`src/rtl/sdc_pkg.sv`:
```
// Shared definitions for the SD card-detect conditioning blocks.
// One-hot debounce states and the default timing constants.
package sdc_pkg;

    typedef enum logic [3:0] {
        S_REMOVED  = 4'b0001,
        S_INS_PEND = 4'b0010,
        S_INSERTED = 4'b0100,
        S_REM_PEND = 4'b1000
    } cd_state_t;

    localparam int unsigned STABLE_CYCLES_DFLT = 500000;
    localparam int unsigned CNT_W_DFLT         = 20;
    localparam int unsigned HOLDOFF_DFLT       = 3;
    localparam bit          CD_ACTIVE_LOW_DFLT = 1'b1;

endpackage

```
`src/rtl/sdc_sync_2ff.sv`:
```
// Generic two-flop synchroniser for slow asynchronous pins.
// The reset value is an input so the same cell serves active-high and active-low pins.
module sdc_sync_2ff (
    input  logic clk,
    input  logic reset,
    input  logic din,
    input  logic rst_val,
    output logic dout
);

    logic sync_p0;

    always_ff @(posedge clk) begin
        if (reset) begin
            sync_p0 <= rst_val;
            dout    <= rst_val;
        end else begin
            sync_p0 <= din;
            dout    <= sync_p0;
        end
    end

endmodule

```
`src/rtl/sdc_cd_debounce.sv`:
```
// SD card-detect conditioning: synchronise, debounce and track the card level, then
// hand single-cycle insert/remove strobes to sdc_detection while it is idle.
module sdc_cd_debounce
    import sdc_pkg::*;
#(
    parameter int unsigned STABLE_CYCLES = STABLE_CYCLES_DFLT,
    parameter int unsigned CNT_W         = CNT_W_DFLT,
    parameter bit          CD_ACTIVE_LOW = CD_ACTIVE_LOW_DFLT,
    parameter int unsigned HOLDOFF       = HOLDOFF_DFLT
) (
    input  logic clk,
    input  logic reset,
    input  logic cd_raw,
    input  logic sdc_det,
    output logic card_inserted_strb,
    output logic card_removed_strb,
    output logic card_present,
    output logic evt_pending
);

    localparam int unsigned    HO_W     = $clog2(HOLDOFF + 2);
    localparam logic [CNT_W-1:0] CNT_LAST = CNT_W'(STABLE_CYCLES - 1);

    cd_state_t        state;
    logic [CNT_W-1:0] cnt;
    logic [HO_W-1:0]  holdoff;
    logic             sync_lvl;
    logic             cd_lvl;
    logic             pend_valid;
    logic             pend_lvl;
    logic             last_issued;
    logic             confirm;
    logic             confirm_lvl;
    logic             issue;
    logic             last_next;

    function automatic logic [CNT_W-1:0] sat_inc(input logic [CNT_W-1:0] c);
        return (c == '1) ? c : c + CNT_W'(1);
    endfunction

    // Stage p0/p1: pin synchronisation; flops come out of reset at the "absent" pin level
    sdc_sync_2ff u_cd_sync (
        .clk     (clk),
        .reset   (reset),
        .din     (cd_raw),
        .rst_val (CD_ACTIVE_LOW),
        .dout    (sync_lvl)
    );

    assign cd_lvl = sync_lvl ^ CD_ACTIVE_LOW;

    always_comb begin
        confirm     = 1'b0;
        confirm_lvl = 1'b0;
        if (state == S_INS_PEND && cd_lvl && cnt == CNT_LAST) begin
            confirm     = 1'b1;
            confirm_lvl = 1'b1;
        end else if (state == S_REM_PEND && !cd_lvl && cnt == CNT_LAST) begin
            confirm     = 1'b1;
            confirm_lvl = 1'b0;
        end
        issue     = pend_valid && !sdc_det && (holdoff == '0);
        // A confirmation landing on an issue edge is judged against the level just issued
        last_next = issue ? pend_lvl : last_issued;
    end

    // Stage p2: debounce FSM, pending slot and strobe issue
    always_ff @(posedge clk) begin
        if (reset) begin
            state              <= S_REMOVED;
            cnt                <= '0;
            card_present       <= 1'b0;
            card_inserted_strb <= 1'b0;
            card_removed_strb  <= 1'b0;
            pend_valid         <= 1'b0;
            last_issued        <= 1'b0;
            holdoff            <= '0;
        end else begin
            card_inserted_strb <= 1'b0;
            card_removed_strb  <= 1'b0;

            case (state)
                S_REMOVED: begin
                    if (cd_lvl) begin
                        state <= S_INS_PEND;
                        cnt   <= '0;
                    end
                end
                S_INS_PEND: begin
                    if (!cd_lvl) begin
                        state <= S_REMOVED;
                        cnt   <= '0;
                    end else if (cnt == CNT_LAST) begin
                        state        <= S_INSERTED;
                        cnt          <= '0;
                        card_present <= 1'b1;
                    end else begin
                        cnt <= sat_inc(cnt);
                    end
                end
                S_INSERTED: begin
                    if (!cd_lvl) begin
                        state <= S_REM_PEND;
                        cnt   <= '0;
                    end
                end
                S_REM_PEND: begin
                    if (cd_lvl) begin
                        state <= S_INSERTED;
                        cnt   <= '0;
                    end else if (cnt == CNT_LAST) begin
                        state        <= S_REMOVED;
                        cnt          <= '0;
                        card_present <= 1'b0;
                    end else begin
                        cnt <= sat_inc(cnt);
                    end
                end
                default: begin
                    state <= S_REMOVED;
                    cnt   <= '0;
                end
            endcase

            if (issue) begin
                card_inserted_strb <= pend_lvl;
                card_removed_strb  <= !pend_lvl;
                last_issued        <= pend_lvl;
                holdoff            <= HO_W'(HOLDOFF);
            end else if (holdoff != '0) begin
                holdoff <= holdoff - HO_W'(1);
            end

            // Confirming the level already reported cancels the opposite, unissued event
            if (confirm) begin
                pend_valid <= (confirm_lvl != last_next);
            end else if (issue) begin
                pend_valid <= 1'b0;
            end
        end
    end

    always_ff @(posedge clk) begin
        if (confirm) begin
            pend_lvl <= confirm_lvl;
        end
    end

    assign evt_pending = pend_valid;

endmodule

```
`config.mk`:
```
export PLATFORM = sky130hd
export DESIGN_NAME = sdc_cd_debounce
export DESIGN_NICKNAME = d
export VERILOG_FILES = /design/src/rtl/sdc_pkg.sv /design/src/rtl/sdc_sync_2ff.sv /design/src/rtl/sdc_cd_debounce.sv
export SDC_FILE = /design/constraint.sdc
export NUM_CORES = 1
export LEC_CHECK = 0
export ABC_AREA = 1
export CAP_MARGIN = 20
export CORE_MARGIN = 2
export CORE_UTILIZATION = 25
export CTS_CLUSTER_DIAMETER = 100
export DETAILED_ROUTE_END_ITERATION = 8
export SLEW_MARGIN = 25
export SYNTH_ARGS = -nofsm -noshare
export SYNTH_HDL_FRONTEND = slang
export SYNTH_SLANG_ARGS = --single-unit
```
`constraint.sdc`:
```
create_clock -name clk -period 2.99 [get_ports clk]
set_input_delay 0.598 -clock clk [delete_from_list [all_inputs] [get_ports clk]]
set_output_delay 0.598 -clock clk [all_outputs]
set_load 0.01 [all_outputs]
```
==> results of run 1 <==
## cell usage in the layout (no fill, tap or decap), types with 2 or more instances in the layout
cell type        Yosys  final
nand2_1             68     68
nor2_1              46     46
inv_1               43     43
dfxtp_1             34     34
nand3_1             17     17
a21oi_1             10     10
nor3_1               9      9
o21ai_0              9      9
nand4_1              7      7
a21oi_2              7      7
clkdlybuf4s50_1      0      7
clkbuf_8             0      6
nor2_2               5      5
inv_2                5      5
nor2_4               4      4
nand2_4              4      4
nand4_2              3      3
nand2_2              3      3
o21ai_1              3      3
o21bai_1             3      3
ha_1                 3      3
nor3_2               2      2
nand3_2              2      2
clkinv_1             2      2
nand3_4              2      2
or2_2                2      2
nand3b_1             2      2
## per-stage QoR
| stage | cells | total power [mW] | util (%) | hold slack (ps) |
|---|---|---|---|---|
| floorplan | 303 | 1.00 | - | 389 |
| global placement | 412 | 1.08 | 27.6 | 391 |
| detailed placement | 412 | 1.11 | 27.6 | 396 |
| CTS | 420 | 1.55 | 29.1 | 415 |
| global route | 420 | 1.67 | 29.1 | 421 |
| finish | 420 | 1.54 | 29.1 | 417 |
## worst max-delay path, cell delays in order (launching register included)
cell and delay [ps]:
dfxtp_1 330, ha_1 210, nand2_1 120, nor2_4 70, nand3_1 180, nand2_4 130, a21oi_2 590, nand2_1 160
a21oi_2 150
## kinds of logic (layout without fill, tap and decap cells)
group | count (synthesis) | count (layout) | share of synthesized area [%]
fa+ha+maj | 3 | 3 | 1.82
xor+xnor | 1 | 1 | 0.424
flops | 35 | 35 | 34.4
buf+inv | 54 | 66 | 10.5
simple gates | 176 | 176 | 42.7
compound gates | 34 | 34 | 10.2
## sequential cells by signal (all words and copies together), names as in the netlist
name                flops
card_inserted_strb      1
card_present            1
card_removed_strb       1
cnt                    20
evt_pending             1
holdoff                 3
last_issued             1
pend_lvl                1
state                   4
u_cd_sync.dout          1
u_cd_sync.sync_p0       1
## where the power goes
| part | leakage (nW) | internal (mW) | total, mW | switching (mW) |
|---|---|---|---|---|
| Clock | 0.0612 | 0.270 | 0.444 | 0.174 |
| Sequential | 0.283 | 0.524 | 0.570 | 0.0461 |
| Combinational | 0.571 | 0.152 | 0.527 | 0.375 |
## worst paths after layout
| path | from | to | depth (start not counted) |
|---|---|---|---|
| hold / removal | u_cd_sync.sync_p0 | u_cd_sync.dout | 1 |
| hold reg to reg | u_cd_sync.sync_p0 | u_cd_sync.dout | 1 |
| setup reg to reg | cnt[0] | cnt[11] | 8 |
| setup / recovery | cnt[0] | cnt[11] | 8 |
## routing by layer
metal | global-route usage, % | vias to the layer above | part of all wire (%)
met5 | 0 | - | 0
li1 | - | 975 | -
met4 | 3.14 | 0 | 1.1
met1 | 14.4 | 893 | 49
met2 | 19.0 | 31 | 47
met3 | 2.47 | 4 | 3.1
## area by class of cell
cell class | count | area, um^2 | share of cell area [%]
flip-flops and latches | 35 | 711 | 30.1
inverters | 50 | 188 | 7.94
well taps | 105 | 131 | 5.56
clock buffers | 6 | 82.6 | 3.49
multi-input cells | 214 | 1140 | 48.2
repair buffers | 8 | 77.6 | 3.28
clock inverters | 2 | 35.0 | 1.48
==> results.py, run 1 <==
metrics = {
    "status": {
        "status": "finished clean",
    },
    "detailed_routing": {
        "first_pass_iters": 4,
        "routed_wl_um": 4640,
        "ant_nets": 0,
        "post_drt_wl_per_cell_um": 11.0,
        "vias_per_cell": 4.53,
        "num_vias": 1903,
        "first_iter_violations": 116,
        "drc": 0,
    },
    "clocking": {
        "cts_made_buffers": 5,
        "htreeDepth": 2,
        "post_cts_resized": 0,
        "clock_tree.buffer_depth": 2,
        "cts_tree": "yes",
        "clkSinkCount": 35,
        "post-cts-setup-buffer-count": 0,
        "postCtsHoldBufs": 0,
        "clockRootBuffer": "clkbuf_8",
        "clk_pin_slew_worst_paths_ps": 80,
        "insertion_delay_ps": 290,
    },
    "yosys": {
        "yosys.area.top_type": "dfxtp_1",
        "ys_top_cells_by_count": "nand2_1, nor2_1, inv_1",
        "ys_types": 32,
        "avgSynthCellArea_um2": 6.82,
        "synth.cell_area_um2": 2070,
        "syn_nets": 310,
        "synthTopCellsByArea": "dfxtp_1, nand2_1, nor2_1, inv_1, nand3_1",
        "synthCells": 303,
        "async_flop_share_pct": 0,
        "ys_ff_latch": 35,
        "ys_warn_count": 0,
        "ys_seq_area_share_pct": 34.4,
        "synth_top_flop_cell": "dfxtp_1",
        "synth_edf_count": 1,
        "synth_top_area_share_pct": 32.9,
        "yosysMostFrequentCell": "nand2_1",
    },
    "finish": {
        "filler_cell_count": 887,
        "drive_gt1_share_pct": 15.6,
        "stdcell_area_um2": 2360,
        "area_delta_synth_final_pct": 14.3,
        "fin_nets": 321,
        "n_antenna_cell": 0,
    },
    "min_path": {
        "hp-class": "register to register",
    },
    "global_route": {
        "grt_antenna_before_repair": 0,
        "grt_pass1_wl_um": 8140,
        "grt-ovfl-total": 0,
        "grt_max_degree": 18,
        "grtUsageTotal_pct": 11.3,
        "grt_pass1_vias": 1824,
    },
    "placement": {
        "place_ws_ps": 939,
        "dp_hpwl_um": 3510,
        "gp_congestion": 0.866,
        "place.port_buffers": 7,
        "placed_cell_area_um2": 2250,
    },
    "sta": {
        "fin_skew_ps": 12.1,
        "worst_pin_slew_ps": 697,
        "slew_headroom_pct": 53.5,
        "slew_violations": 0,
        "rsz0062_at_grt": "no",
        "fin_crit_sh_pct": 67.1,
        "fin_tns_setup_ps": 0,
        "finalSetupViolCount": 0,
        "min_period_ps": 2010,
        "hold_violations": 0,
        "setup_slack_ps": 984,
        "max_freq_ghz": 0.498,
    },
    "floorplanning": {
        "dieWidth_um": 94.9,
        "start_util_pct": 25.4,
        "die_h_um": 94.9,
        "fp.dieArea_um2": 9010,
        "num_rows": 33,
        "fp.coreArea_um2": 8130,
        "io_pins": 8,
    },
    "worst_setup_path": {
        "cp_max_fo": 13,
        "worst_setup_path_end_kind": "register",
        "startpoint_type": "register",
        "worstPathRequired_ps": 3220,
        "path_class": "register to register",
        "worstPathArrival_ps": 2230,
        "r2r_slack_ps": 980,
    },
    "power_and_ir_drop": {
        "ir_worst_vdd_uv": 256,
        "powerDensity_nw_per_um2": 652,
        "total_leakage_power_nw": 0.915,
    },
    "flow_run": {
        "max-cap-violations": 0,
    },
}
Note: power is estimated with default switching activity, not from simulation.
==> inputs of run 2 (changes only) <==
Clock period 2.99 ns to 1.7 ns, I/O delays scaled along.
==> results.py, run 2 (synthesized netlist as in run 1, its figures left out) <==
metrics = {
    "status": {
        "status": "finished clean",
    },
    "finish": {
        "reg_top3": "cnt (20), state (4), holdoff (3)",
        "layout_common_cells": "nand2_1, inv_1, nor2_1",
        "largest-register": "cnt",
        "fin_cells": 452,
        "final_common_cell": "nand2_1",
        "fin_util_pct": 33.7,
        "n_antenna_cell": 0,
        "drive_gt1_share_pct": 28.5,
        "area_delta_synth_final_pct": 32.6,
        "fin_nets": 353,
        "largest_reg_flops": 20,
    },
    "sta": {
        "rsz0062_at_grt": "yes",
        "max_freq_ghz": 0.605,
        "hold_violations": 0,
        "min_period_ps": 1650,
        "fin_crit_sh_pct": 97.2,
        "finalSetupViolCount": 0,
        "setup_slack_ps": 46.8,
        "slew_violations": 0,
        "worst_pin_slew_ps": 426,
        "fin_skew_ps": 7.88,
        "slew_headroom_pct": 71.4,
        "holdWs_ps": 418,
    },
    "global_route": {
        "top_usage_layer": "met2",
        "use_met2_pct": 19.6,
        "grt_antenna_before_repair": 0,
        "grt_max_degree": 17,
        "met3_usage_pct": 2.47,
        "grt-ovfl-total": 0,
        "grt_util_met1_pct": 14.3,
        "grt_pass1_vias": 1865,
        "grt_pass1_wl_um": 8190,
        "grtUsageTotal_pct": 11.5,
    },
    "worst_setup_path": {
        "slowest_stage": "dfxtp_2",
        "cp_cell_sequence": "ha_4, nand2_4, nor2_4, nand2_4, nor2_4, nand3_4, nand2_8, buf_4, o21bai_1, inv_1, a21oi_2",
        "r2r_slack_ps": 50,
        "cp_max_fo": 8,
        "ff2ff_path_depth": 11,
        "max_stage_delay_ps": 360,
        "worstPathArrival_ps": 1840,
        "reg2reg_to": "cnt[5]",
        "worstPathRequired_ps": 1890,
        "r2r-start": "cnt[1]",
        "path_class": "register to register",
        "worst_setup_path_end_kind": "register",
        "startpoint_type": "register",
    },
    "placement": {
        "place.port_buffers": 7,
        "dp_hpwl_um": 3530,
        "gp_congestion": 0.808,
        "place_ws_ps": -111,
        "dp_cells": 434,
    },
    "min_path": {
        "hold_start": "u_cd_sync.sync_p0",
        "hold_depth": 1,
        "hp-class": "register to register",
        "min_to": "u_cd_sync.dout",
    },
    "detailed_routing": {
        "ant_nets": 0,
        "post_drt_wl_per_cell_um": 10.8,
        "num_vias": 1979,
        "routed_wl_um": 4890,
        "vias_per_cell": 4.38,
        "first_pass_iters": 4,
        "first_iter_violations": 66,
        "drc": 0,
    },
    "clocking": {
        "cts_tree": "yes",
        "clock_tree.buffer_depth": 2,
        "htreeDepth": 2,
        "clockRootBuffer": "clkbuf_8",
        "cts_made_buffers": 5,
        "clkSinkCount": 35,
        "insertion_delay_ps": 290,
        "clk_pin_slew_worst_paths_ps": 70,
    },
    "power_and_ir_drop": {
        "ir_worst_vdd_uv": 491,
        "powerDensity_nw_per_um2": 1100,
        "total_leakage_power_nw": 1.08,
    },
    "floorplanning": {
        "start_util_pct": 25.4,
        "fp.dieArea_um2": 9010,
        "num_rows": 33,
        "fp.coreArea_um2": 8130,
        "io_pins": 8,
        "dieWidth_um": 94.9,
        "die_h_um": 94.9,
    },
    "flow_run": {
        "max-cap-violations": 0,
    },
}
==> run 2: layer usage <==
| layer | wire, um | vias up |
|---|---|---|
| met4 | 89 | 0 |
| met2 | 2350 | 22 |
| li1 | - | 1045 |
| met5 | 0 | - |
| met3 | 109 | 8 |
| met1 | 2340 | 904 |
==> run 2: worst max-delay path by stage <==
stage / startpoint / depth (start not counted) / endpoint / slack, ps
3_5_place_dp: cnt[0] / 8 / cnt[2] / -110
3_3_place_gp: cnt[0] / 8 / cnt[2] / -50
5_1_grt: cnt[1] / 11 / cnt[9] / -60
4_1_cts: cnt[1] / 10 / state[0] / 7
6_report: cnt[1] / 11 / cnt[5] / 50
2_1_floorplan: cnt[0] / 11 / cnt[13] / 160
==> run 2: worst max-delay path, delay by kind of cell, from the launching register on <==
| kind | cells | cell delay, ps |
|---|---|---|
| fa+ha+maj | 1 | 160 |
| compound gates | 2 | 80 |
| buf+inv | 2 | 190 |
| flops | 1 | 360 |
| simple gates | 6 | 770 |
==> run 2: final cells by class <==
cell class                      instances  area [um^2]
Clock buffer                            5         68.8
Clock inverter                          3         43.8
Fill cell                             831         5390
Inverter                               50          193
Multi-Input combinational cell        214         1250
Sequential cell                        35          717
Tap cell                              105          131
Timing Repair Buffer                   40          338
==> run 2: report_power, final <==
group	switching, mW	internal, mW	total [mW]
Clock	0.329	0.437	0.766
Sequential	0.0775	0.926	1.00
Combinational	0.768	0.481	1.25
==> run 2: per-stage QoR <==
stage	setup TNS [ps]	area [um^2]	total power [mW]
2_1_floorplan	0	2070	1.76
3_3_place_gp	-96.6	2420	2.07
3_5_place_dp	-603	2420	2.08
4_1_cts	0	2570	2.92
5_1_grt	-631	2740	3.26
6_report	0	2740	3.02
==> run 2: timing repair <==
action / 4_1_cts / 5_1_grt
endpoints found under the setup margin: 13 / 24
setup buffers: 3 / 7
gates resized for setup: 2 / 32
hold buffers: 0 / 0
pin swaps: 2 / 15
==> RTL change 1 (flow settings as in run 2) <==
Make the reset (`reset`) asynchronous in one clocked block. Comments in the files are not updated.
--- a/src/rtl/sdc_cd_debounce.sv
+++ b/src/rtl/sdc_cd_debounce.sv
@@ -65,7 +65,7 @@
     end
 
     // Stage p2: debounce FSM, pending slot and strobe issue
-    always_ff @(posedge clk) begin
+    always_ff @(posedge clk or posedge reset) begin
         if (reset) begin
             state              <= S_REMOVED;
             cnt                <= '0;
Function: same outputs for any inputs over 10 cycles, from zero or initial values and one cycle with reset high; that may be too few to reach the edited logic, so the function may still have changed.
==> RTL change 1 against run 2 <==
  * Sequential cell count did not move
  * Synthesized area grew 5.8%
  * Sequential power decreased by 4%
  * Setup slack gained 0.059 ns
  * Final area decreased by 3.6%
  * Routed wire length up 5.4%
  * Power decreased by 26%
  * Count of clock-buffer cells in the layout stayed put
==> RTL change 1: results (changes against run 2) <==
Run status
  – Status: completed

Power and ir drop
  – Leak: 0.00122 uW (+13%)
  – Max VDD drop: 0.519 mV (+5.6%)

GRT
  – First-pass GRT wire length: 8.86 mm (+8.2%)
  – GRT Overall Usage: 0.113 (-0.00158)
  – Largest net degree at the start of global routing: 33 (+16)
  – Vias in the first global route: 1846 (-1.0%)

STA
  – Worst-Margin Slew: 0.346 ns (-0.0799 ns)
  – Final hold slack: 0.420 ns (+0.00171 ns)
  – Worst Clk Skew: 0.00675 ns (-0.00113 ns)

Logic synthesis
  – Yosys warning count: 0 (unchanged)
  – Synth Area in XOR/XNOR: 0.0160 (+0.0118)
  – Top FF cell, synth: dfrtp_1
  – Post-synthesis adder-cell area fraction: 0.0172 (-0.000997)
  – Top cells by area, synth: dfrtp_1, nand2_1, inv_1, nand3_1, nor2_1
  – Sequential area share after synthesis: 0.399 (+0.0549)
  – Commonest cells in the netlist: nand2_1, inv_1, nand3_1, nor2_1, dfrtp_1
  – Post-synth cell types: 36 (+13%)
  – Synth async-reset ratio: 0.914 (+0.914)

Final layout
  – Fillers: 927 (+12%)
  – Share of layout cells above drive strength 1: 0.200 (-0.0853)
  – Final #Nets: 336 (-4.8%)

Worst setup path
  – R2R depth: 6 (-5)
  – Crit path max-delay cell type: clkdlybuf4s50_1
  – Worst r2r src: cnt[7]
  – Crit path largest cell delay: 0.55 ns (+0.19 ns)
  – Critical Path AT: 1.25 ns (-0.59 ns)
  – Largest delay share family, worst path: buffers and inverters
  – Critical path fanouts, max: 4 (-4)
  – CP startpoint: evt_pending
  – Setup slack, reg-to-reg: 0.12 ns (+0.07 ns)
  – Reg-to-reg endpoint: pend_lvl

Hold path
  – Hold path start: u_cd_sync.sync_p0

Place
  – DP HPWL: 3.88 mm (+10%)
  – Place WS: -0.0360 ns (+0.0746 ns)

Route
  – DRT iter0 DRCs: 168 (+150%)
  – WL/cell: 11.8 um (+8.8%)

Clock tree
  – Clk_lat worst skew: 0.29 ns (about the same)
==> RTL change 1: cell types whose count changed after synthesis, moves of 6 or more <==
| cell | change |
|---|---|
| nand3_1 | +16 |
| dfrtp_1 | +31 |
| nor2_1 | -13 |
| dfxtp_1 | -32 |
| a21oi_2 | -6 |
| nand2_1 | +9 |
| a21oi_1 | -6 |
==> RTL change 1: worst max-delay path by stage <==
stage / cells after the start / to / slack [ns]
detailed placement: 10 / cnt[11] / -0.04
floorplan: 9 / cnt[9] / 0.20
CTS: 10 / cnt[11] / 0.006
global route: 9 / cnt[11] / -0.03
finish: 1 / evt_pending / 0.11
global placement: 11 / cnt[11] / -0.001
==> RTL change 1: logic make-up (layout without fill, tap and decap cells) <==
| family | after synthesis | in the layout |
|---|---|---|
| compound gates | 26 | 26 |
| xor+xnor | 4 | 4 |
| flops | 35 | 35 |
| buf+inv | 55 | 82 |
| simple gates | 180 | 180 |
| fa+ha+maj | 3 | 3 |
==> RTL change 1: cell type report <==
class,instances,area share
Multi-Input combinational cell,213,0.432
Sequential cell,35,0.331
Timing Repair Buffer,23,0.0781
Inverter,51,0.0743
Tap cell,108,0.0511
Clock buffer,5,0.0260
Clock inverter,3,0.00757
==> RTL change 1: per-layer routing <==
| layer | up-vias | part of all wire | track usage |
|---|---|---|---|
| li1 | 1021 | - | - |
| met1 | 928 | 0.49 | 0.159 |
| met2 | 38 | 0.45 | 0.170 |
| met3 | 8 | 0.049 | 0.0245 |
| met4 | 0 | 0.011 | 0.0438 |
| met5 | - | 0 | 0 |
==> RTL change 1: stage by stage <==
stage | instances | area (um2) | total power (uW) | setup TNS (ns)
after floorplan | 303 | 2190 | 1410 | 0
after global placement | 428 | 2470 | 1530 | -0.00129
after detailed placement | 428 | 2470 | 1550 | -0.0900
after CTS | 436 | 2560 | 2170 | 0
after global routing | 438 | 2640 | 2380 | -0.120
final | 438 | 2640 | 2230 | 0
==> RTL change 1: what timing repair did <==
item | 4_1_cts | 5_1_grt
gates resized for setup | 1 | 19
setup buffers | 0 | 2
pin swaps | 0 | 3
setup endpoints to repair | 5 | 26
==> RTL change 1: report_power, final <==
group,total [uW],internal (uW),switching (uW)
Combinational,656,228,428
Sequential,957,893,64.0
Clock,616,285,331
Total,2230,1410,823
==> RTL change 2 (flow settings as in run 2) <==
Made on the original files. Change the package constant `HOLDOFF_DFLT` from 3 to 2.
--- a/src/rtl/sdc_pkg.sv
+++ b/src/rtl/sdc_pkg.sv
@@ -11,7 +11,7 @@
 
     localparam int unsigned STABLE_CYCLES_DFLT = 500000;
     localparam int unsigned CNT_W_DFLT         = 20;
-    localparam int unsigned HOLDOFF_DFLT       = 3;
+    localparam int unsigned HOLDOFF_DFLT       = 2;
     localparam bit          CD_ACTIVE_LOW_DFLT = 1'b1;
 
 endpackage
Check against the original RTL: same outputs for any inputs over 10 cycles, from zero or initial values and one cycle with reset high; that may be too few to reach the edited logic, so the function may still have changed.
==> RTL change 2 against run 2 <==
  * Final area down 8.3%
  * Sequential share of layout area up 2.1 points
  * Routed wire length down 4.4%
  * Synthesized area down 4.1%
  * Power down 14%
  * Global-route usage down 0.55 points
  * Clock skew down 0.0047 ns
  * Setup slack better by 0.038 ns
  * Non-clock buffer count down 14
  * Sequential cell count down 1
  * Highest routed layer unchanged
==> RTL change 2: results (changes against run 2) <==
Run status
  – Status: completed

Logic synthesis
  – Commonest cells in the netlist: nand2_1, inv_1, nor2_1, nand3_1, dfxtp_1
  – Post-synthesis adder-cell area fraction: 0.00631 (-0.0118)
  – Syn_nets: 303 (-2.3%)
  – Sequential area share after synthesis: 0.348 (+0.00466)
  – Average size of a mapped cell: 6.65 um2 (-2.5%)
  – Synth Area in XOR/XNOR: 0.0177 (+0.0134)
  – Compound-gate portion of the synthesized area: 0.0758 (-0.0259)
  – Top cells by area, synth: dfxtp_1, nand2_1, nand3_1, inv_1, nor2_1

Final layout
  – Clock-cell share: 0.0433 (+0.00223)
  – Final #Nets: 334 (-5.4%)
  – Multi-input gates: 218 (+1.9%)
  – Seq area share: 0.282 (+0.0207)
  – Largest regs: cnt: 20 flops, state: 4 flops, holdoff: 2 flops
  – Non-clock buffer count: 26 (-35%)
  – Sequential cell count: 34 (-2.9%)
  – Fillers: 835 (+0.48%)
  – Non-clock buffering overhead: 0.0846 (-0.0386)
  – Non-clk invs: 44 (-12%)
  – Non-Filler Instances: 432 (-4.4%)
  – Footprint of the multi-input gates: 1190 um2 (-4.8%)
  – Share of layout cells above drive strength 1: 0.233 (-0.0520)

STA
  – Final hold slack: 0.409 ns (-0.00908 ns)
  – Slew headroom: 0.755 (+0.0408)
  – Fin crit period: 1.62 ns (-0.0377 ns)
  – Worst Clk Skew: 0.00319 ns (-0.00469 ns)

GRT
  – GRT Overall Usage: 0.109 (-0.00551)
  – First-pass GRT wire length: 7.61 mm (-7.1%)
  – Vias in the first global route: 1711 (-8.3%)
  – Largest net degree at the start of global routing: 14 (-3)

Place
  – Gpl congestion: 0.849 (+5.0%)
  – Cell Area, Placed: 2210 um2 (-9.0%)
  – DP HPWL: 3.35 mm (-5.0%)
  – Dpl cells: 411 (-5.3%)
  – Place WS: -0.0337 ns (+0.0768 ns)

Worst setup path
  – R2R depth: 8 (-3)
  – Critical path fanouts, max: 9 (+1)
  – CP endpoint: cnt[12]
  – Setup slack, reg-to-reg: 0.08 ns (+0.04 ns)
  – Crit path max-delay cell type: dfxtp_1
  – Critical Path AT: 1.79 ns (-0.05 ns)
  – Worst r2r src: state[1]
  – Crit path largest cell delay: 0.39 ns (+0.03 ns)

Clock tree
  – Clock-pin slew on the worst setup and hold paths: 0.07 ns (about the same)
  – Root Driver: clkbuf_8

Route
  – DRT iter0 DRCs: 81 (+23%)
  – Via density: 4.40 (+0.56%)
  – WL/cell: 10.8 um (about the same)

Hold path
  – Hold Path Class: flop to flop

Power and ir drop
  – Max VDD drop: 0.283 mV (-42%)
  – Cell Pwr Density: 1040 nW/um2 (-5.7%)
  – Leak: 0.00106 uW (-1.3%)

Floorplanning
  – Tap cells: 102 (-2.9%)
RTL change 2: cell count changes in the layout (fill, tap and decap cells not counted), sizes merged, moves of 4 or more:
cell and delta:
a21oi -6, buf -14, inv -4, nand2 +9, nand3 +14, nand4 -5
nor3 -5
RTL change 2: routing by layer:
metal	vias to the layer above	share of wire	track usage
li1	1008	-	-
met1	859	0.47	0.142
met2	25	0.47	0.177
met3	10	0.036	0.0290
met4	0	0.021	0.0355
met5	-	0	0
RTL change 2: power by group:
part	switching, uW	internal [uW]	leakage [uW]
sequential	59.5	862	0.000279
clock	289	431	0.0000579
combinational	558	409	0.000725
total	907	1700	0.00106
RTL change 2: what timing repair did:
item / CTS / global route
gates cloned: 1 / 0
endpoints found under the setup margin: 8 / 25
pin swaps: 3 / 9
resized for setup: 4 / 24
setup buffers: 7 / 5
RTL change 2: cell families after synthesis:
group / after synthesis
xor+xnor: 4
buf+inv: 47
flops: 34
fa+ha+maj: 1
compound gates: 25
simple gates: 187
